--- config.mk ---
export PLATFORM = sky130hd
export DESIGN_NAME = a2d_arbiter_flat
export DESIGN_NICKNAME = d
export VERILOG_FILES = /design/src/rtl/a2d_arbiter_if.sv /design/src/rtl/a2d_arbiter.sv /design/src/flat_wrapper.sv
export SDC_FILE = /design/constraint.sdc
export NUM_CORES = 1
export LEC_CHECK = 0
export BUFFER_PORTS_ARGS = -buffer_cell sky130_fd_sc_hd__buf_2
export CAP_MARGIN = 20
export CORE_MARGIN = 1.5
export CORE_UTILIZATION = 48
export CTS_BUF_LIST = sky130_fd_sc_hd__clkbuf_8
export DETAILED_ROUTE_END_ITERATION = 8
export GPL_TIMING_DRIVEN = 0
export PLACE_DENSITY_LB_ADDON = 0.2
export SLEW_MARGIN = 20
export SYNTH_ARGS = -nofsm -noshare
export SYNTH_HDL_FRONTEND = slang
export SYNTH_SLANG_ARGS = --single-unit
--- constraint.sdc ---
create_clock -name clk -period 2.5 [get_ports clk]
set_input_delay 0.625 -clock clk [delete_from_list [all_inputs] [get_ports clk]]
set_output_delay 0.625 -clock clk [all_outputs]
set_load 0.01 [all_outputs]
--- src/rtl/a2d_arbiter_if.sv ---
// Requester and A2D-side signals of the A2D arbiter. The slave modport is the
// arbiter's view; the master modport is the view of whatever drives it.
interface a2d_arbiter_if;
  logic [2:0]  req;
  logic [2:0]  ch0;
  logic [2:0]  ch1;
  logic [2:0]  ch2;
  logic [2:0]  done;
  logic [2:0]  err;
  logic [11:0] res_out;
  logic        busy;
  logic [2:0]  a2d_chnnl;
  logic        a2d_strt_cnv;
  logic        a2d_cnv_cmplt;
  logic [11:0] a2d_res;

  modport slave (
    input  req, ch0, ch1, ch2, a2d_cnv_cmplt, a2d_res,
    output done, err, res_out, busy, a2d_chnnl, a2d_strt_cnv
  );

  modport master (
    output req, ch0, ch1, ch2, a2d_cnv_cmplt, a2d_res,
    input  done, err, res_out, busy, a2d_chnnl, a2d_strt_cnv
  );
endinterface

--- src/rtl/a2d_arbiter.sv ---
// Round-robin arbiter sharing one A2D converter among three requesters, with a
// per-conversion timeout that reports err instead of done.
module a2d_arbiter #(
  parameter int TIMEOUT_CYC = 1024
) (
  input  logic          clk,
  input  logic          rst_n,
  a2d_arbiter_if.slave  bus
);
  localparam int CW = (TIMEOUT_CYC > 1) ? $clog2(TIMEOUT_CYC) : 1;
  localparam logic [CW-1:0] CNT_MAX = CW'(TIMEOUT_CYC - 1);

  typedef enum logic [1:0] {IDLE, START, WAIT, DONE} state_t;

  state_t        state;
  logic [1:0]    owner, last_gnt, gnt;
  logic          gnt_vld;
  logic [2:0]    gnt_ch, req_m;
  logic [CW-1:0] cnt;
  logic [2:0]    chnnl, done_q, err_q;
  logic [11:0]   res_q;

  // The requester that just saw err still holds req this cycle; keep it out.
  assign req_m = bus.req & ~err_q;

  always_comb begin
    gnt     = 2'd0;
    gnt_vld = 1'b0;
    // Scan from lowest priority to highest so the last hit wins.
    for (int k = 3; k >= 1; k--) begin
      if (req_m[(int'(last_gnt) + k) % 3]) begin
        gnt     = 2'((int'(last_gnt) + k) % 3);
        gnt_vld = 1'b1;
      end
    end
  end

  always_comb begin
    gnt_ch = bus.ch0;
    case (gnt)
      2'd1:    gnt_ch = bus.ch1;
      2'd2:    gnt_ch = bus.ch2;
      default: gnt_ch = bus.ch0;
    endcase
  end

  always_ff @(posedge clk or negedge rst_n) begin
    if (!rst_n) begin
      state    <= IDLE;
      owner    <= 2'd0;
      last_gnt <= 2'd2;
      cnt      <= '0;
      chnnl    <= 3'd0;
      done_q   <= 3'd0;
      err_q    <= 3'd0;
      res_q    <= 12'd0;
    end else begin
      done_q <= 3'd0;
      err_q  <= 3'd0;
      case (state)
        IDLE: if (gnt_vld) begin
          owner <= gnt;
          chnnl <= gnt_ch;
          state <= START;
        end
        START: begin
          cnt   <= '0;
          state <= WAIT;
        end
        WAIT: begin
          // Completion has priority over a coincident timeout.
          if (bus.a2d_cnv_cmplt) begin
            res_q  <= bus.a2d_res;
            done_q <= 3'b001 << owner;
            state  <= DONE;
          end else if (cnt == CNT_MAX) begin
            err_q    <= 3'b001 << owner;
            last_gnt <= owner;
            state    <= IDLE;
          end else begin
            cnt <= cnt + 1'b1;
          end
        end
        DONE: begin
          last_gnt <= owner;
          state    <= IDLE;
        end
        default: state <= IDLE;
      endcase
    end
  end

  assign bus.done         = done_q;
  assign bus.err          = err_q;
  assign bus.res_out      = res_q;
  assign bus.a2d_chnnl    = chnnl;
  assign bus.busy         = (state != IDLE);
  assign bus.a2d_strt_cnv = (state == START);
endmodule

--- src/flat_wrapper.sv ---
// flat-port wrapper written by rule: the top's interface ports become plain ports
module a2d_arbiter_flat 
#(
  parameter int TIMEOUT_CYC = 1024
)
  (clk, rst_n, bus_req, bus_ch0, bus_ch1, bus_ch2, bus_a2d_cnv_cmplt, bus_a2d_res, bus_done, bus_err, bus_res_out, bus_busy, bus_a2d_chnnl, bus_a2d_strt_cnv);
  a2d_arbiter_if bus_i ();
  input  logic clk;
  input  logic rst_n;
  input wire logic [$bits(bus_i.req)-1:0] bus_req;
  input wire logic [$bits(bus_i.ch0)-1:0] bus_ch0;
  input wire logic [$bits(bus_i.ch1)-1:0] bus_ch1;
  input wire logic [$bits(bus_i.ch2)-1:0] bus_ch2;
  input wire logic [$bits(bus_i.a2d_cnv_cmplt)-1:0] bus_a2d_cnv_cmplt;
  input wire logic [$bits(bus_i.a2d_res)-1:0] bus_a2d_res;
  output wire logic [$bits(bus_i.done)-1:0] bus_done;
  output wire logic [$bits(bus_i.err)-1:0] bus_err;
  output wire logic [$bits(bus_i.res_out)-1:0] bus_res_out;
  output wire logic [$bits(bus_i.busy)-1:0] bus_busy;
  output wire logic [$bits(bus_i.a2d_chnnl)-1:0] bus_a2d_chnnl;
  output wire logic [$bits(bus_i.a2d_strt_cnv)-1:0] bus_a2d_strt_cnv;
  assign bus_i.req = bus_req;
  assign bus_i.ch0 = bus_ch0;
  assign bus_i.ch1 = bus_ch1;
  assign bus_i.ch2 = bus_ch2;
  assign bus_i.a2d_cnv_cmplt = bus_a2d_cnv_cmplt;
  assign bus_i.a2d_res = bus_a2d_res;
  assign bus_done = bus_i.done;
  assign bus_err = bus_i.err;
  assign bus_res_out = bus_i.res_out;
  assign bus_busy = bus_i.busy;
  assign bus_a2d_chnnl = bus_i.a2d_chnnl;
  assign bus_a2d_strt_cnv = bus_i.a2d_strt_cnv;
  a2d_arbiter #(.TIMEOUT_CYC(TIMEOUT_CYC)) u_core (.clk(clk), .rst_n(rst_n), .bus(bus_i));
endmodule
==> out/results.ini <==
[sta]
fin_ws_ns=0.172
period_share_pct=93.1
hold_viol_final=0
setup_viol=0
hold_slack_ns=0.420
min_period_ns=2.33
max_slew_margin_pct=47.3
max_freq_mhz=430
rsz0062_at_grt=false
tightest_slew_ns=0.790
slew_violations=0
finClkSkew_ns=0.00378
setup-tns-final_ns=0

[cts]
htree_num_levels=2
cts_tree=built
worstSkewPairLatency_ns=0.29
root_buffer=clkbuf_8
cts_made_buffers=5
holdBufCountCts=0
clock-sinks=37
path_clk_slew_ns=0.08
clock_path_buffers=2

[floorplanning]
start_util_pct=49.9
dieArea_um2=4150
die_h_um=64.5
coreArea_um2=3630
num_io_pins=50
num_rows=22
die_x_um=64.5

[critical_path]
path_class=register to register
startpoint=u_core.last_gnt[1]
path_cells=inv_1 > ha_2 > maj3_1 > o221ai_2 > inv_1 > ha_1 > a22oi_1 > o21ai_0 > mux2_2
cp_num_buf_inv=2
reg2reg_from=u_core.last_gnt[1]
critical_path.top_delay_family=adder cells
cpMaxStageDelayCell=dfstp_2
end_kind=register
cp_data_arrival_time_ns=2.51
max_stage_delay_ns=0.55
cp_max_fo=9
crit_path_frequent_cell=inv_1
crit_path_start_kind=register
worst_ep_required_time_ns=2.68

[synthesis]
async_reset_ff_share_pct=100
synth-simple-area-share_pct=14.9
yosys.cell_types.count=39
muxShareOfSynthArea_pct=12.4
yosys.area.top_type=dfrtp_1
synthAdderAreaFrac_pct=4.00
synth_top_family_by_area=simple AND/OR/NAND/NOR gates
synth_edf_count=0
yosysSeqAreaShare_pct=51.1
yosysWarnings=0
synth_nets=194
syn_inst=162
synth-seq-cells=37
avgSynthCellArea_um2=11.2
synth_area_um2=1810
synth_flop_cell=dfrtp_1
yosys.area.top_type_share_pct=49.7
synth_compound_area_share_pct=12.4
synthXorXnorAreaFrac_pct=1.93
synthTopCellsByArea=dfrtp_1 50%, mux2_2 12%, ha_1 3.5%, a21oi_1 2.5%, o21ai_0 2.5%

[global_route]
overflow=0
grt_pass1_wl_um=6360
grt_util_all_layers_pct=20.0
grt_max_degree=38
grt_pass1_vias=1463
antenna_found_initial=0

[drt]
num_vias=1440
via_per_inst=5.43
wl_per_cell_um=14.0
drt_drc_violations_left=0
drtIter0Drc=65
wirelength_um=3700
antenna_left=0
firstDrtPassIters=4

[finish]
fillers=312
synthToLayoutAreaGrowth_pct=24.5
layout-drive-gt1-share_pct=39.6
finalNonFillerCells=265
n_antenna_cell=0
fin_area_um2=2260
nets=248
fin_util_pct=62.1

[placed_design]
pre_cts_ws_ns=-0.0428
port_buffers=49
hpwl_um=2710
dp_cells=259
place_congestion=0.726
placed_cell_area_um2=2120

[run]
maxCapViolations=0

[pwr]
vdd_drop_max_mv=0.837
leakage_nw=1.09
power-per-cell-area_nw_per_um2=1130
power_mw=2.54

[hold_path]
hp-class=input pin to async pin

[run_status]
status=finished clean

## per-layer routing
layer  wire length [µm]  up-vias  global-route usage (%)  share of wire [%]
met5                  0        -                       0                  0
met4                 16        0                    6.12               0.43
met3                184        2                    5.73                5.0
met2               1950       46                    35.8                 53
met1               1550      706                    23.1                 42
li1                   -      686                       -                  -
## worst register-to-register path, cell delays in order (launching register included)
cell	delay, ns
dfstp_2	0.55
inv_1	0.05
ha_2	0.22
maj3_1	0.39
o221ai_2	0.18
inv_1	0.09
ha_1	0.23
a22oi_1	0.17
o21ai_0	0.10
mux2_2	0.26
## repair_timing
action,CTS,global route
buffers inserted,0,0
hold endpoints to repair,0,0
pin swaps,0,1
gates resized for setup,1,1
endpoints found under the setup margin,3,3
gates cloned,0,0
## cells by family after synthesis
kind of cell	Yosys count
compound gates	31
xor+xnor	4
fa+ha+maj	6
buf+inv	13
flops	37
mux	20
simple gates	51
## registers in the layout, indices dropped and copies added (netlist names)
register              cells
u_core.last_gnt           2
u_core.cnt               10
u_core.bus.res_out       12
u_core.bus.done           3
u_core.bus.err            3
u_core.owner              2
u_core.state              2
u_core.bus.a2d_chnnl      3
## cell type report
class / instances / area, µm² / area share (%)
inverters: 8 / 30.0 / 1.33
repair buffers: 49 / 245 / 10.9
multi-input cells: 112 / 835 / 37.0
clock buffers: 5 / 68.8 / 3.05
flip-flops and latches: 37 / 927 / 41.1
plain buffers: 3 / 22.5 / 0.998
clock inverters: 3 / 68.8 / 3.05
well taps: 48 / 60.1 / 2.66
## power breakdown
group	leakage, nW	internal [mW]	total (mW)	switching [mW]
clock	0.0687	0.402	0.622	0.220
combinational	0.544	0.485	1.01	0.525
sequential	0.474	0.790	0.908	0.117
## path summary, 6_finish.rpt
check	endpoint	slack [ns]	depth (start not counted)
min in group clk	u_core.bus.a2d_chnnl[0]	0.50	1
worst max-delay path	u_core.bus.a2d_chnnl[2]	0.17	9
worst min register to register	u_core.bus.a2d_chnnl[0]	0.50	1
worst max register to register	u_core.bus.a2d_chnnl[2]	0.17	9
worst min-delay path	u_core.bus.err[0]	0.42	1
max in group asynchronous	u_core.bus.res_out[1]	1.58	1
## Yosys cell counts, types with 3 or more instances
library cell and instances:
xor2_1 3, nand2b_1 4, ha_1 5, mux2_2 19, clkbuf_1 3, a21oi_1 9, nor2_1 10, nor3_1 5
nand4_1 4, nand2_1 10, inv_1 8, o21ai_0 9, a22oi_1 3, dfrtp_1 36, nand3_1 8
## cells in the final DEF (no fill, tap or decap), types with 4 or more instances in the layout
master | synthesis | layout
buf_2 | 0 | 49
dfrtp_1 | 36 | 36
mux2_2 | 19 | 19
nor2_1 | 10 | 10
nand2_1 | 10 | 10
a21oi_1 | 9 | 9
o21ai_0 | 9 | 9
inv_1 | 8 | 8
nand3_1 | 8 | 8
nor3_1 | 5 | 5
clkbuf_8 | 0 | 5
nand2b_1 | 4 | 4
nand4_1 | 4 | 4
ha_1 | 5 | 4
(Power assumes the default switching activity.)
